File: src/rtl/pipe_shift_unit.sv
// Pipelined barrel shifter (SLL/SRL/SRA, plus ROL/ROR when PIPE_SHIFT_ROTATE_EN is defined)
// with a valid/ready handshake, destination-tag pass-through and flush.
module pipe_shift_unit #(
    parameter int unsigned WIDTH       = 32,
    parameter int unsigned PIPE_STAGES = 2,
    parameter int unsigned TAG_W       = 5
) (
    input  logic                   clk,
    input  logic                   rst,
    input  logic                   flush,
    input  logic                   in_valid,
    output logic                   in_ready,
    input  logic [WIDTH-1:0]       operand,
    input  logic [$clog2(WIDTH):0] sh_amt,
    input  logic [$clog2(WIDTH):0] v_sh_amt,
    input  logic                   use_var,
    input  logic [2:0]             op,
    input  logic [TAG_W-1:0]       in_tag,
    output logic                   out_valid,
    input  logic                   out_ready,
    output logic [WIDTH-1:0]       shift_out,
    output logic [TAG_W-1:0]       out_tag,
    output logic                   illegal_op
);

    localparam int unsigned LOG_W = $clog2(WIDTH);
    localparam int unsigned AMT_W = LOG_W + 1;

    localparam logic [2:0] OP_SLL = 3'd0;
    localparam logic [2:0] OP_SRL = 3'd1;
    localparam logic [2:0] OP_SRA = 3'd2;
    localparam logic [2:0] OP_ROL = 3'd3;
    localparam logic [2:0] OP_ROR = 3'd4;

    typedef struct packed {
        logic             valid;
        logic [TAG_W-1:0] tag;
        logic [2:0]       op;
        logic             illegal;
        logic             sign;
        logic [AMT_W-1:0] amt;
        logic [LOG_W-1:0] rot;
        logic [WIDTH-1:0] data;
    } stage_t;

    stage_t           in_stage;
    stage_t           src [PIPE_STAGES];
    stage_t           nxt [PIPE_STAGES];
    stage_t           q   [PIPE_STAGES];
    logic [AMT_W-1:0] amt;
    logic             in_illegal;
    logic             advance;

    // Rotate level j (by 2**j) is performed in this pipeline stage.
    function automatic int unsigned level_stage(input int unsigned j);
        return (j * PIPE_STAGES) / LOG_W;
    endfunction

    function automatic logic [WIDTH-1:0] rotl_pow2(input logic [WIDTH-1:0] d,
                                                   input int unsigned j);
        return (d << (1 << j)) | (d >> (WIDTH - (1 << j)));
    endfunction

    // Every op is a left rotate; shifts then mask off the wrapped bits and apply fill.
    function automatic logic [WIDTH-1:0] finalize(input stage_t st);
        logic [WIDTH-1:0] ones;
        logic [WIDTH-1:0] hi_mask;
        logic [WIDTH-1:0] lo_mask;
        logic [WIDTH-1:0] res;
        logic             big;
        ones    = '1;
        big     = st.amt[LOG_W];
        hi_mask = ones << st.amt[LOG_W-1:0];
        lo_mask = ones >> st.amt[LOG_W-1:0];
        res     = '0;
        case (st.op)
            OP_SLL: res = big ? '0 : (st.data & hi_mask);
            OP_SRL: res = big ? '0 : (st.data & lo_mask);
            OP_SRA: res = big ? {WIDTH{st.sign}}
                              : ((st.data & lo_mask) | ({WIDTH{st.sign}} & ~lo_mask));
`ifdef PIPE_SHIFT_ROTATE_EN
            OP_ROL, OP_ROR: res = st.data;
`endif
            default: res = '0;
        endcase
        if (st.illegal) begin
            res = '0;
        end
        return res;
    endfunction

`ifdef PIPE_SHIFT_ROTATE_EN
    assign in_illegal = (op > OP_ROR);
`else
    assign in_illegal = (op > OP_SRA);
`endif

    assign amt = use_var ? v_sh_amt : sh_amt;

    always_comb begin
        in_stage         = '0;
        in_stage.valid   = in_valid;
        in_stage.tag     = in_tag;
        in_stage.op      = op;
        in_stage.illegal = in_illegal;
        in_stage.sign    = operand[WIDTH-1];
        in_stage.amt     = amt;
        in_stage.data    = operand;
        // Right shifts/rotates become a left rotate by (WIDTH - amt) mod WIDTH.
        if (op == OP_SRL || op == OP_SRA || op == OP_ROR) begin
            in_stage.rot = (~amt[LOG_W-1:0]) + 1'b1;
        end else begin
            in_stage.rot = amt[LOG_W-1:0];
        end
    end

    assign src[0] = in_stage;
    for (genvar s = 1; s < PIPE_STAGES; s++) begin : g_src
        assign src[s] = q[s-1];
    end

    always_comb begin
        for (int unsigned s = 0; s < PIPE_STAGES; s++) begin
            nxt[s] = src[s];
            for (int unsigned j = 0; j < LOG_W; j++) begin
                if (level_stage(j) == s && src[s].rot[j]) begin
                    nxt[s].data = rotl_pow2(nxt[s].data, j);
                end
            end
            if (s == PIPE_STAGES - 1) begin
                nxt[s].data = finalize(nxt[s]);
            end
        end
    end

    assign advance  = !q[PIPE_STAGES-1].valid || out_ready;
    assign in_ready = advance;

    // Flush drops valid bits only; payload is don't-care once invalid.
    always_ff @(posedge clk) begin
        if (rst) begin
            for (int unsigned s = 0; s < PIPE_STAGES; s++) begin
                q[s] <= '0;
            end
        end else if (flush) begin
            for (int unsigned s = 0; s < PIPE_STAGES; s++) begin
                q[s].valid <= 1'b0;
            end
        end else if (advance) begin
            for (int unsigned s = 0; s < PIPE_STAGES; s++) begin
                q[s] <= nxt[s];
            end
        end
    end

    assign out_valid  = q[PIPE_STAGES-1].valid;
    assign shift_out  = q[PIPE_STAGES-1].data;
    assign out_tag    = q[PIPE_STAGES-1].tag;
    assign illegal_op = q[PIPE_STAGES-1].illegal;

endmodule
File: config.mk
export PLATFORM = sky130hd
export DESIGN_NAME = pipe_shift_unit
export DESIGN_NICKNAME = d
export VERILOG_FILES = /design/src/rtl/pipe_shift_unit.sv
export SDC_FILE = /design/constraint.sdc
export NUM_CORES = 1
export LEC_CHECK = 0
export CAP_MARGIN = 10
export CORE_MARGIN = 2
export CORE_UTILIZATION = 55
export DETAILED_ROUTE_END_ITERATION = 12
export PLACE_DENSITY = 0.88
export SLEW_MARGIN = 20
export SYNTH_ARGS = -nofsm -noshare
export SYNTH_HDL_FRONTEND = slang
export SYNTH_SLANG_ARGS = --single-unit
File: constraint.sdc
create_clock -name clk -period 5.4 [get_ports clk]
set_input_delay 1.08 -clock clk [delete_from_list [all_inputs] [get_ports clk]]
set_output_delay 1.08 -clock clk [all_outputs]
set_load 0.05 [all_outputs]
-- Word-level counts from Yosys, hierarchy flattened
Memories as Yosys holds them, arrays and structs flattened.
Cells that the tools add are included.
- output and inout port bits: 40
- flip-flop bits (word level): 0
- input bits: 58
- logic and storage cells: 59
- RAM bits: 108
- memories: 1
- shift-type cells: 2
- $add $sub $neg: 1
- eq/ne operators: 5
- reductions and logical operators: 5
- bitwise gates (word level): 17
- mux-type cells: 27
- $lt $le $gt $ge: 1
- memories (name ; depth ; bits a word ; rd ports ; clocked after Yosys merged registers in ; wr ports ; RTL line ; text):
    q ; 2 ; 54 ; 2 ; 0 ; 2 ; 49 ; stage_t q [PIPE_STAGES];
- operators by type and width (kind ; number):
    32-bit two-way mux ; 9
    53-bit two-way mux ; 2
    32-bit AND ; 3
    32-bit case mux with 3 select lines ; 1
    32-bit inverter ; 1
    32-bit by 1-bit bitwise OR with 32-bit output ; 1
    32-bit by 16-bit bitwise OR with 32-bit output ; 1
    32-bit by 2-bit bitwise OR with 32-bit output ; 1
    32-bit bitwise OR ; 1
    32-bit by 4-bit bitwise OR with 32-bit output ; 1
    32-bit by 8-bit bitwise OR with 32-bit output ; 1
    32-bit by 5-bit << shifter with 32-bit output (first input constant) ; 1
    32-bit by 5-bit >> shifter with 32-bit output (first input constant) ; 1
    1-bit two-way mux ; 13
    3-bit by 1-bit == test with 1-bit output (second input constant) ; 2
    3-bit by 2-bit == test with 1-bit output (second input constant) ; 2
    6-bit two-way mux ; 1
    1-bit bitwise OR ; 6
    5-bit by 1-bit adder with 5-bit output (second input constant) ; 1
    5-bit two-way mux ; 1
    5-bit inverter ; 1
    3-bit == test (second input constant) ; 1
    3-bit by 2-bit > comparator with 1-bit output (second input constant) ; 1
    3-bit logical NOT ; 1
    2 further kinds ; 4

-- Depth between registers and ports, before layout
Gate-level depths: netlist of the first run.
An unclocked memory read counts as a cell.
- depth after elaboration: 11
- mapped depth: 9
- depth with buffers taken out: 6

-- Worst setup path before layout of the first run
Ideal clock, no wire load.
- kind: input port to flip-flop
- start: input flush
- end: memory q[0][0] (netlist name), enable pin
- arrival: 3652 ps
- required time: 4938 ps
- library setup time: 462 ps
- setup slack: 1286 ps
- stages: 3
- path buffers: 0
- path through: nor2_1 > nand2_1 > nand2b_1
- RTL lines (element ; RTL line ; text):
    from (decl) ; 10 ; input logic flush,
    to (decl) ; 49 ;

-- Final worst setup path of the first run
- start: input out_ready
- end: output in_ready
- longest elaborated chain between the ends: 1
- RTL lines (element ; RTL line ; text):
    from (decl) ; 20 ; input logic out_ready,
    1-bit logical OR ; 136 ; assign advance = !q[PIPE_STAGES-1].valid || out_ready;
    to (decl) ; 12 ; output logic in_ready,
Every way passes these cells.

==> results of run 1 <==
==> kinds of logic after synthesis <==
family                   after synthesis  share of synthesized area
AND/OR/NAND/NOR                      128                     0.0980
XOR/XNOR                               4                    0.00566
buffers and inverters                 88                     0.0838
flip-flops                            90                      0.436
adder cells (fa/ha/maj)                1                    0.00202
multiplexers                         109                      0.214
AO/OA/AOI/OAI                        140                      0.160
==> report_power, final <==
group	switching [mW]	internal [mW]
Sequential	0.0446	0.834
Clock	0.234	0.399
Combinational	0.312	0.240
Total	0.590	1.47
==> routing by layer <==
metal | part of all wire | wire, um | vias up
met5 | 0 | 0 | -
met4 | 0.030 | 421 | 0
met3 | 0.069 | 964 | 34
met2 | 0.48 | 6760 | 224
met1 | 0.42 | 5790 | 2168
li1 | - | - | 2191
==> cells in the mapped netlist, drive strengths merged (2+ instances only) <==
library cell  instances
edfxtp               90
mux2i                87
buf                  60
nor2                 48
a22o                 35
a21oi                27
nand2                26
clkbuf               22
and3                 21
o21ai                21
mux4                 16
a22oi                14
o22ai                10
nand2b                8
o32ai                 8
mux2                  6
inv                   5
nor3                  5
or3                   5
nand3                 4
o21a                  4
xnor2                 4
a211oi                3
a21o                  3
nor2b                 3
or2                   3
a32oi                 2
a41oi                 2
and2                  2
o211ai                2
o22a                  2
==> worst max path at each step <==
stage,start,to,slack (ns),depth (start not counted)
4_1_cts,out_ready,in_ready,1.50,4
6_report,out_ready,in_ready,1.50,4
3_3_place_gp,rst,q[0][59]$_SDFFCE_PP0P_,1.57,4
5_1_grt,out_ready,in_ready,1.39,4
2_1_floorplan,flush,q[0][0]$_SDFFCE_PN0P_,1.29,3
3_5_place_dp,rst,q[0][80]$_SDFFCE_PP0P_,1.41,4
==> critical path: cells and delay by family <==
kind / cells / cell delay (ns)
buf+inv: 3 / 1.68
simple gates: 1 / 0.06
==> through the flow <==
step	hold WS (ns)	total power [mW]	cell area, um^2	utilization	cells
detailed placement	0.531	1.44	6920	0.633	722
floorplan	0.520	1.30	6190	-	560
CTS	0.545	2.07	7220	0.661	737
global placement	0.526	1.42	6920	0.633	722
global route	0.566	2.15	7240	0.662	738
finish	0.557	2.06	7240	0.662	738
==> area by class of cell <==
cell class / count / area, um^2 / area share
clock buffers: 11 / 233 / 0.0321
clock inverters: 4 / 67.6 / 0.00933
inverters: 6 / 22.5 / 0.00311
multi-input cells: 382 / 3000 / 0.414
flip-flops and latches: 90 / 2700 / 0.373
well taps: 140 / 175 / 0.0242
repair buffers: 105 / 1040 / 0.144
==> impl_summary.md, run 1 <==
Power
The worst vdd rail ir drop is 0.140 mV. The areal power density over the cells is 285 nW/um^2. Summed over all cells, the static leakage comes to 2.75 nW.

Global routing
For met1 alone, demand over resource in global routing was 0.307. The maximum number of pins on one net before global-route repair is 89. For met2 alone, demand over resource in global routing was 0.386. In the global route stage, met3 resource usage came out at 0.0541. The via count of the first global-routing pass is 4368. Global routing finished with a remaining overflow of 0. Across every metal layer, demand over resource in global routing totals 0.240. After global routing, the most crowded layer is met2. The number of antenna violations at the first check in global routing was 0. The first global-routing pass estimated 22100 um of wire.

Setup path
STA classifies the critical path startpoint as an input port. The slack of the worst reg-to-reg path is 2.83 ns. For this design, the slowest cell found on the critical path is clkdlybuf4s50_1. In this run the worst path has a maximum fanout of 19. The worst path arrival time is 2.82 ns. The category of the critical setup timing path is in -> out. The startpoint identified for the worst register-to-register timing path is q[0][107]$_SDFFCE_PN0P_. The cell depth of the worst flop-to-flop path is 5. The required time of the critical path is 4.32 ns.

The worst setup path is captured at an output port. The delay of the slowest cell on the worst path is 0.89 ns. The capturing point of the worst reg2reg path is q[0][85]$_SDFFCE_PP0P_. Walking the worst path, the cells encountered are clkdlybuf4s50_1, nor2b_1, inv_1, clkdlybuf4s50_1.

By instance count, the cell type seen most on the critical path is clkdlybuf4s50_1.

Cells and area
The number of nets in the layout is 653. Compared with the post-synthesis result, the final layout area differs by 16.9%. The largest registers in the layout are q: 90 flops. The antenna diode count is 0. The top cell types in the final layout, fill and taps aside, are clkdlybuf4s50_1 (97), edfxtp_1 (90), mux2i_1 (82). Of the cells placed in the final design, the portion with a size suffix greater than 1 is 0.0870. Ranked by flip-flop count, first place goes to q. The most frequent standard cell in the layout excluding fill and tap cells is clkdlybuf4s50_1. The count of filler cells inserted in the layout is 841. The flip-flop count of the largest register after layout is 90.

Clock network
The post-cts hold buffer count is 0. The maximum clock path buffer count is 2. The post-CTS setup buffer count is 0. The H-tree generated during clock tree synthesis spans 3 levels.

Clock latency on the worst-skew pair, taken at its later pin, is 0.34 ns. The CTS sink count is 90. The cell at the root of the clock tree is clkbuf_16. The clock-pin transition on the worst setup and hold timing paths is 0.06 ns. Counting the buffers created by CTS gives 9. The number of gates resized after CTS was 0.

The clock tree from TritonCTS is done.

Synth
Summed over all instances, the cell type with the most area after synthesis is edfxtp_1. In this run, synthesis produced a sequential element count of 90. Each instance of the synthesized netlist takes up on average 11.1 um^2. The sequential cell area fraction in the yosys report is 0.436. The post-synthesis instance total is 560. The number of nets handed over by synthesis was 619. The fraction of registers with async set/reset is 0.

Yosys printed 0 warnings. The number of flops mapped to enable cells by yosys is 90. After synthesis, the cell types taking the most area are edfxtp_1 (44%), mux2i_1 (14%), mux4_2 (5.8%), a22o_1 (4.9%), buf_4 (4.6%).

For this run, the leading register cell type out of synthesis is edfxtp_1. Of the post-synthesis cell area, the dominant cell type holds 0.436. After synthesis the cells add up to 6190 um^2. The number of different library cells in the post-synthesis netlist is 48.

STA
Setup violations remaining at the end of the flow were counted as 0. Setup repair after global routing left no endpoint under its margin. The final worst clock skew is 0.00658 ns. For the finished layout, the period the worst path requires is 3.90 ns. The timing-limited maximum frequency is 256 MHz.

Of the available clock period, the critical path in the final layout requires 0.723. The relative slew slack is 0.374. Once routing completed, OpenROAD measured the worst setup slack at 1.50 ns. In the final timing run, aggregate negative setup slack is 0 ns.

The final max-slew violation count is 0. At the pin with the least slew margin, the transition time is 0.936 ns. The count of endpoints failing hold in the final timing report came to 0.

Routing
Dividing the detail-routed wire length by the instance count gives 18.9 um. Detailed routing inserted a total of 4617 vias. The number of antenna-violating nets in the routed design is 0. The final layout contains routed wiring with a total length of 13900 um. The pre-antenna-repair detailed-routing pass consisted of 5 iterations. The number of DRC violations after detailed routing is 0. The via density per instance is 6.26. For this block, the initial DRC count from the detailed router was 285.

Floorplanning
The chip width is 110 um. The full die area is 12100 um^2. The number of I/O pins is 98. The die span in y is 110 um. The number of cell rows is 38.

In this run the standard cell core region covers 10900 um^2. The initial core utilization is 0.566.

Place
The congestion estimate from routability-driven global placement came to 0.955. The count of buffers added on input and output ports is 97. At the placement stage, the worst setup path has a slack of 1.41 ns. Detailed placement ended at an HPWL of 10300 um.

Hold path
The endpoint with the worst hold slack is q[0][104]$_SDFFCE_PN0P_. The depth of the worst hold-timing path is 1. The startpoint of the tightest hold check path is q[0][50]$_SDFFCE_PN0P_. The tightest min-delay check is of the reg -> reg type.

Outcome
The run finished with clean final reports.

Job
Across the run, the number of max-cap violations was 0.
Note: power is estimated with default switching activity, not from simulation.
==> run 2: changes to the inputs <==
==> constraint.sdc (replaced) <==
create_clock -name clk -period 3.9 [get_ports clk]
set_input_delay 0.78 -clock clk [delete_from_list [all_inputs] [get_ports clk]]
set_output_delay 0.78 -clock clk [all_outputs]
set_load 0.05 [all_outputs]
==> impl_summary.md, run 2 (synthesis results as in run 1) <==
Cells and area
Leaving out fill and tap cells, the most frequent cell in the layout is clkdlybuf4s50_1. Counting the fill cells in the layout gives 815. The area taken by multi-input logic gates is 3000 um^2. The area added between synthesis and finish is 17.6%. Across the whole layout, storage elements account for 2700 um^2. The number of antenna diodes in the final layout is 0. Once layout is complete, the cells apart from fillers number 741. Leaving out fill and tap cells, the most frequent cells in the layout are clkdlybuf4s50_1 (97), edfxtp_1 (90), mux2i_1 (82).

The number of nets in the layout is 656. In the final layout, the share of cells above drive strength 1 is 0.0965. The post-route core utilization is 0.666. The register with the most flip-flops in the final layout is q. The largest registers in the layout are q: 90 flops. The flip-flop count of the largest register after layout is 90.

Power
The worst vdd rail ir drop is 0.206 mV. Total power for the finished layout comes to 2.89 mW. The static leakage is 2.78 nW.

In this run the power density over the cells is 397 nW/um^2.

STA
The clock period minus final worst setup slack is 3.30 ns. The final max-slew violation count is 0. Setup violations remaining at the end of the flow were counted as 0. The final period utilization is 0.846. The count of endpoints failing hold in the final timing report was 0.

Across the routed clock network, the largest skew measured is 0.00935 ns. Setup repair after global routing left no endpoint under its margin. The final sum of negative setup slack is 0 ns. Derived from the worst setup path, the maximum achievable clock frequency is 303 MHz. The actual slew at the worst max-slew pin is 0.895 ns. In this run the tightest slew margin relative to its limit is 0.403.

Outcome
The run finished with clean final reports.

Global routing
In the global route stage, overall resource usage came out at 0.242. The via count of the first global-routing pass is 4386. The first global-routing pass estimated 22500 um of wire. The remaining global-route overflow is 0. The maximum number of pins on one net before global-route repair is 87. The number of antenna violations at the first check in global routing is 0.

Clock network
Buffers added to address setup during post-CTS repair amount to 0. The number of H-tree branching levels is 3. The count of instances resized after the clock tree is built is 0. The cell sitting at the root of the clock tree is a clkbuf_16.

For this design, the CTS-stage hold fixing added 0 buffers. The clock buffer count from CTS is 9. The maximum clock path buffer count is 2. The insertion delay to the later sink of the worst-skew pair is 0.34 ns.

The CTS sink count is 90. The clock-pin transition on the worst setup and hold timing paths is 0.06 ns. TritonCTS built the clock tree.

Routing
The via count is 4721. Dividing the detail-routed via count by the number of cells gives 6.37. After detailed routing, the total wire length is 14200 um.

The number of antenna-violating nets in the routed design is 0. The average routed wire per standard cell is 19.2 um. In the routed design, unresolved DRC markers number 0. The detailed-router iteration count before antenna repair is 5.

The iteration-0 DRC count of the detailed router is 322.

Hold path
Along the worst hold path, the cell count comes to 1. The kind of path behind the tightest hold check is reg -> reg.

Setup path
In this run the worst path has a maximum fanout of 19. Together, buffers and inverters on the worst path number 3. The instance count on the critical path is 4. The slowest stage of the critical path belongs to the cell clkdlybuf4s50_1. The category of the critical setup timing path is in -> out.

The worst path arrival time is 2.52 ns. The cell depth of the worst flop-to-flop path is 5. The delay of the slowest cell on the worst path is 0.89 ns. The kind of cell adding the most delay to the critical path is buffers and inverters. The nature of the critical path startpoint is an input port. By instance count, the cell type seen most on the critical path is clkdlybuf4s50_1. The signal on the critical path passes through clkdlybuf4s50_1, nor2b_1, inv_1, clkdlybuf4s50_1. For flop-to-flop paths, the worst setup slack is 1.40 ns.

The most critical setup path has its endpoint at in_ready. The capturing point of the worst reg2reg path is q[0][85]$_SDFFCE_PP0P_. STA classifies the critical path endpoint as an output port. The reg-to-reg critical path startpoint is q[0][107]$_SDFFCE_PN0P_. The most critical setup path has its startpoint at out_ready. The required time of the critical path is 3.12 ns.

Floorplanning
The die covers 12100 um^2. The chip width is 110 um. In this run the core area contains 38 standard-cell rows. The placeable core area is 10900 um^2. The die span in y is 110 um.

The number of I/O pins is 98. For this configuration, the core starts out at a cell density of 0.566.

Place
Once placement completed, the tool counted placed cells totaling 726. At the end of routability-driven placement, the weighted congestion stood at 0.904. The count of buffers from port buffering is 97. The HPWL after detailed placement is 10500 um.

Job
Across the run, the number of max-cap violations was 0.
[run 2: cell count changes in the layout (fill, tap and decap cells not counted), sizes merged]
cell / previous run / this run
buf: 8 / 11
clkinv: 3 / 5
clkbuf: 11 / 9
[run 2: worst register-to-register path: stages, from the launching register on]
cell	delay (ns)
edfxtp_1	0.40
nor2b_1	0.19
nor3_1	0.32
nand2b_1	0.33
nand2b_1	0.66
a21oi_1	0.40
[run 2: worst min-delay path by stage]
stage	startpoint	to	slack (ns)
after floorplan	q[0][48]$_SDFFCE_PN0P_	q[0][102]$_SDFFCE_PN0P_	0.52
after global placement	q[0][51]$_SDFFCE_PN0P_	q[0][105]$_SDFFCE_PN0P_	0.52
after detailed placement	q[0][50]$_SDFFCE_PN0P_	q[0][104]$_SDFFCE_PN0P_	0.54
after CTS	q[0][52]$_SDFFCE_PN0P_	q[0][106]$_SDFFCE_PN0P_	0.56
after global routing	q[0][52]$_SDFFCE_PN0P_	q[0][106]$_SDFFCE_PN0P_	0.57
final	q[0][52]$_SDFFCE_PN0P_	q[0][106]$_SDFFCE_PN0P_	0.55
[run 2: layer usage]
layer	wire length (um)	GRT usage
met3	1020	0.0382
met1	5910	0.326
met5	0	0
met4	350	0.0911
met2	6950	0.396
[run 2: per-stage QoR]
stage                     hold slack [ns]  instance area [um^2]  worst slack [ns]
final                               0.551                  7290             0.599
after global placement              0.524                  6980             0.471
after CTS                           0.555                  7290             0.610
after detailed placement            0.535                  6980             0.372
after floorplan                     0.520                  6190            0.0864
after global routing                0.568                  7290             0.535
[run 2: layout make-up]
cell class              instances  area share
clock buffers                   9      0.0309
clock inverters                 6      0.0113
inverters                       6     0.00309
multi-input cells             382       0.412
flip-flops and latches         90       0.371
well taps                     140      0.0240
repair buffers                108       0.148
[run 2: where the power goes]
group / total [mW] / internal (mW) / switching, mW / leakage, nW
combinational: 0.772 / 0.340 / 0.432 / 1.66
sequential: 1.22 / 1.16 / 0.0671 / 0.969
clock: 0.896 / 0.554 / 0.343 / 0.153
total: 2.89 / 2.05 / 0.842 / 2.78
==> run 3: changes to the inputs <==
==> constraint.sdc (replaced) <==
create_clock -name clk -period 3.1 [get_ports clk]
set_input_delay 0.62 -clock clk [delete_from_list [all_inputs] [get_ports clk]]
set_output_delay 0.62 -clock clk [all_outputs]
set_load 0.05 [all_outputs]
==> impl_summary.md, run 3 (synthesis results as in run 1) <==
Job
The max capacitance violation total is 0.

Clock network
The number of H-tree branching levels is 3. After clock tree synthesis, the clock-pin slew on the worst setup and hold paths is 0.06 ns. The CTS sink count is 90. The tree is rooted in a clkbuf_16. The clock buffer count from CTS is 9. The longest clock path from root to sink contains 2 buffers. TritonCTS built the clock tree. Gates resized during post-CTS repair numbered 0. The post-cts hold buffer count is 0. The post-CTS setup buffer count is 0.

The insertion delay to the later sink of the worst-skew pair is 0.34 ns.

STA
The clock period minus final worst setup slack is 2.72 ns. The relative slew slack is 0.331. Setup violations remaining at the end of the flow were counted as 0. For the final database, setup skew stands at 0.0106 ns. The tightest hold path in the finished design has a slack of 0.542 ns.

At the pin with the least slew margin, the transition time is 1.00 ns. The final max-slew violation count is 0. After layout, the worst setup slack is 0.384 ns.

The final sum of negative setup slack is 0 ns. The final period utilization is 0.876. Timing would allow up to 368 MHz. The count of endpoints failing hold in the final timing report was 0. Setup repair after global routing left no endpoint under its margin.

Cells and area
The area growth from synthesis to layout is 19.3%. Counting the fill cells in the layout gives 837. The library cells used most frequently in the layout, excluding fill and tap cells, are clkdlybuf4s50_1 (96), edfxtp_1 (90), mux2i_1 (82). The most flop-heavy register is q. The antenna diode count is 0. The final layout contains 666 nets. The flip-flop count of the largest register after layout is 90. The largest registers in the layout are q: 90 flops.

The finished layout cell area is 7390 um^2. In the final layout, the share of cells above drive strength 1 is 0.113. The library cell used most frequently in the layout, excluding fill and tap cells, is clkdlybuf4s50_1.

Place
Routability-driven placement finished with a final weighted congestion of 0.885. The HPWL after detailed placement is 10600 um. The count of buffers from port buffering is 97. Prior to clock tree synthesis, the placed netlist has a worst setup slack of 0.0713 ns. The post-place instance area is 7080 um^2.

Power
Dividing total power by cell area gives a power density of 494 nW/um^2. For this design the static power due to leakage is 2.83 nW. VDD sags by at most 0.260 mV.

Setup path
Data on the critical path is required at its endpoint by 3.31 ns. Of all nets on the critical path, the largest fanout is 32. The category of the critical setup timing path is in -> reg. STA classifies the critical path endpoint as a flop.

The nature of the critical path startpoint is an input port. For the worst setup path, the data arrival time is 2.93 ns.

Hold path
The kind of path behind the tightest hold check is reg -> reg.

Outcome
The run finished with clean final reports.

Floorplanning
The die is 110 um tall. The number of I/O pins is 98. The initial core utilization is 0.566.

The full die area is 12100 um^2. The core region is 10900 um^2. Measured along the x axis, the die boundary spans 110 um.

The number of cell rows is 38.

Routing
The average routed wire per standard cell is 19.0 um. The iteration-0 DRC count of the detailed router is 290. After detailed routing, the number of vias per cell comes to 6.26.

Once detail routing completed, the nets flagged for antenna violations numbered 0. Summed over all layers, the routed wires come to 14300 um. The via count is 4711. The first detailed-routing pass ran for 5 iterations. In the routed design, unresolved DRC markers number 0.

Global routing
Entering global routing, the biggest net connects 83 pins. Global routing finished with a remaining overflow of 0. For this run, the total global-route usage over all layers was measured as 0.242. The global-route wire length before repair is 22400 um. The number of antenna violations at the first check in global routing is 0. The via count of the first global-routing pass came to 4386.
==> run 3: cell count changes in the layout (fill, tap and decap cells not counted), sizes merged <==
cell and delta:
buf +11, clkbuf +1, clkdlybuf4s50 -1, clkinv -1
clkinvlp +1
==> run 3: per-stage QoR <==
stage               instances  power, mW  utilization
floorplan                 560       2.26            -
global placement          736       2.51        0.647
detailed placement        736       2.54        0.647
CTS                       752       3.66        0.675
global route              752       3.80        0.675
finish                    752       3.65        0.675
==> run 3: final timing paths <==
path / depth (start not counted) / start / endpoint / slack (ns)
worst max-delay path: 7 / use_var / q[0][24]$_SDFFCE_PN0P_ / 0.38
worst min-delay path: 1 / q[0][49]$_SDFFCE_PN0P_ / q[0][103]$_SDFFCE_PN0P_ / 0.54
worst max register to register: 5 / q[0][41]$_SDFFCE_PN0P_ / q[0][63]$_SDFFCE_PP0P_ / 0.77
worst min register to register: 1 / q[0][49]$_SDFFCE_PN0P_ / q[0][103]$_SDFFCE_PN0P_ / 0.54
==> run 3: routing by layer <==
layer / global-route usage / routed length, um
met2: 0.387 / 6850
met5: 0 / 0
met4: 0.100 / 376
met3: 0.0464 / 1050
met1: 0.326 / 6020
==> run 3: where the power goes <==
| part | switching (mW) | total [mW] | internal, mW | leakage (nW) |
|---|---|---|---|---|
| registers | 0.0891 | 1.54 | 1.45 | 0.969 |
| logic | 0.542 | 0.983 | 0.441 | 1.71 |
| clock network | 0.425 | 1.12 | 0.700 | 0.150 |
==> run 3: cell type report <==
cell class,instances,area (um^2),share of cell area
inverter,6,22.5,0.00305
timing repair buffer,118,1180,0.159
clock buffer,10,229,0.0310
sequential,90,2700,0.366
tap,140,175,0.0237
clock inverter,6,81.3,0.0110
multi-input combinational,382,3000,0.406
==> run 3: critical path, stage by stage <==
cell and delay, ns:
clkdlybuf4s50_1 0.62, mux2i_4 0.32, ha_1 0.29, mux2i_4 0.17
buf_12 0.25, mux2i_1 0.43, a22o_1 0.21
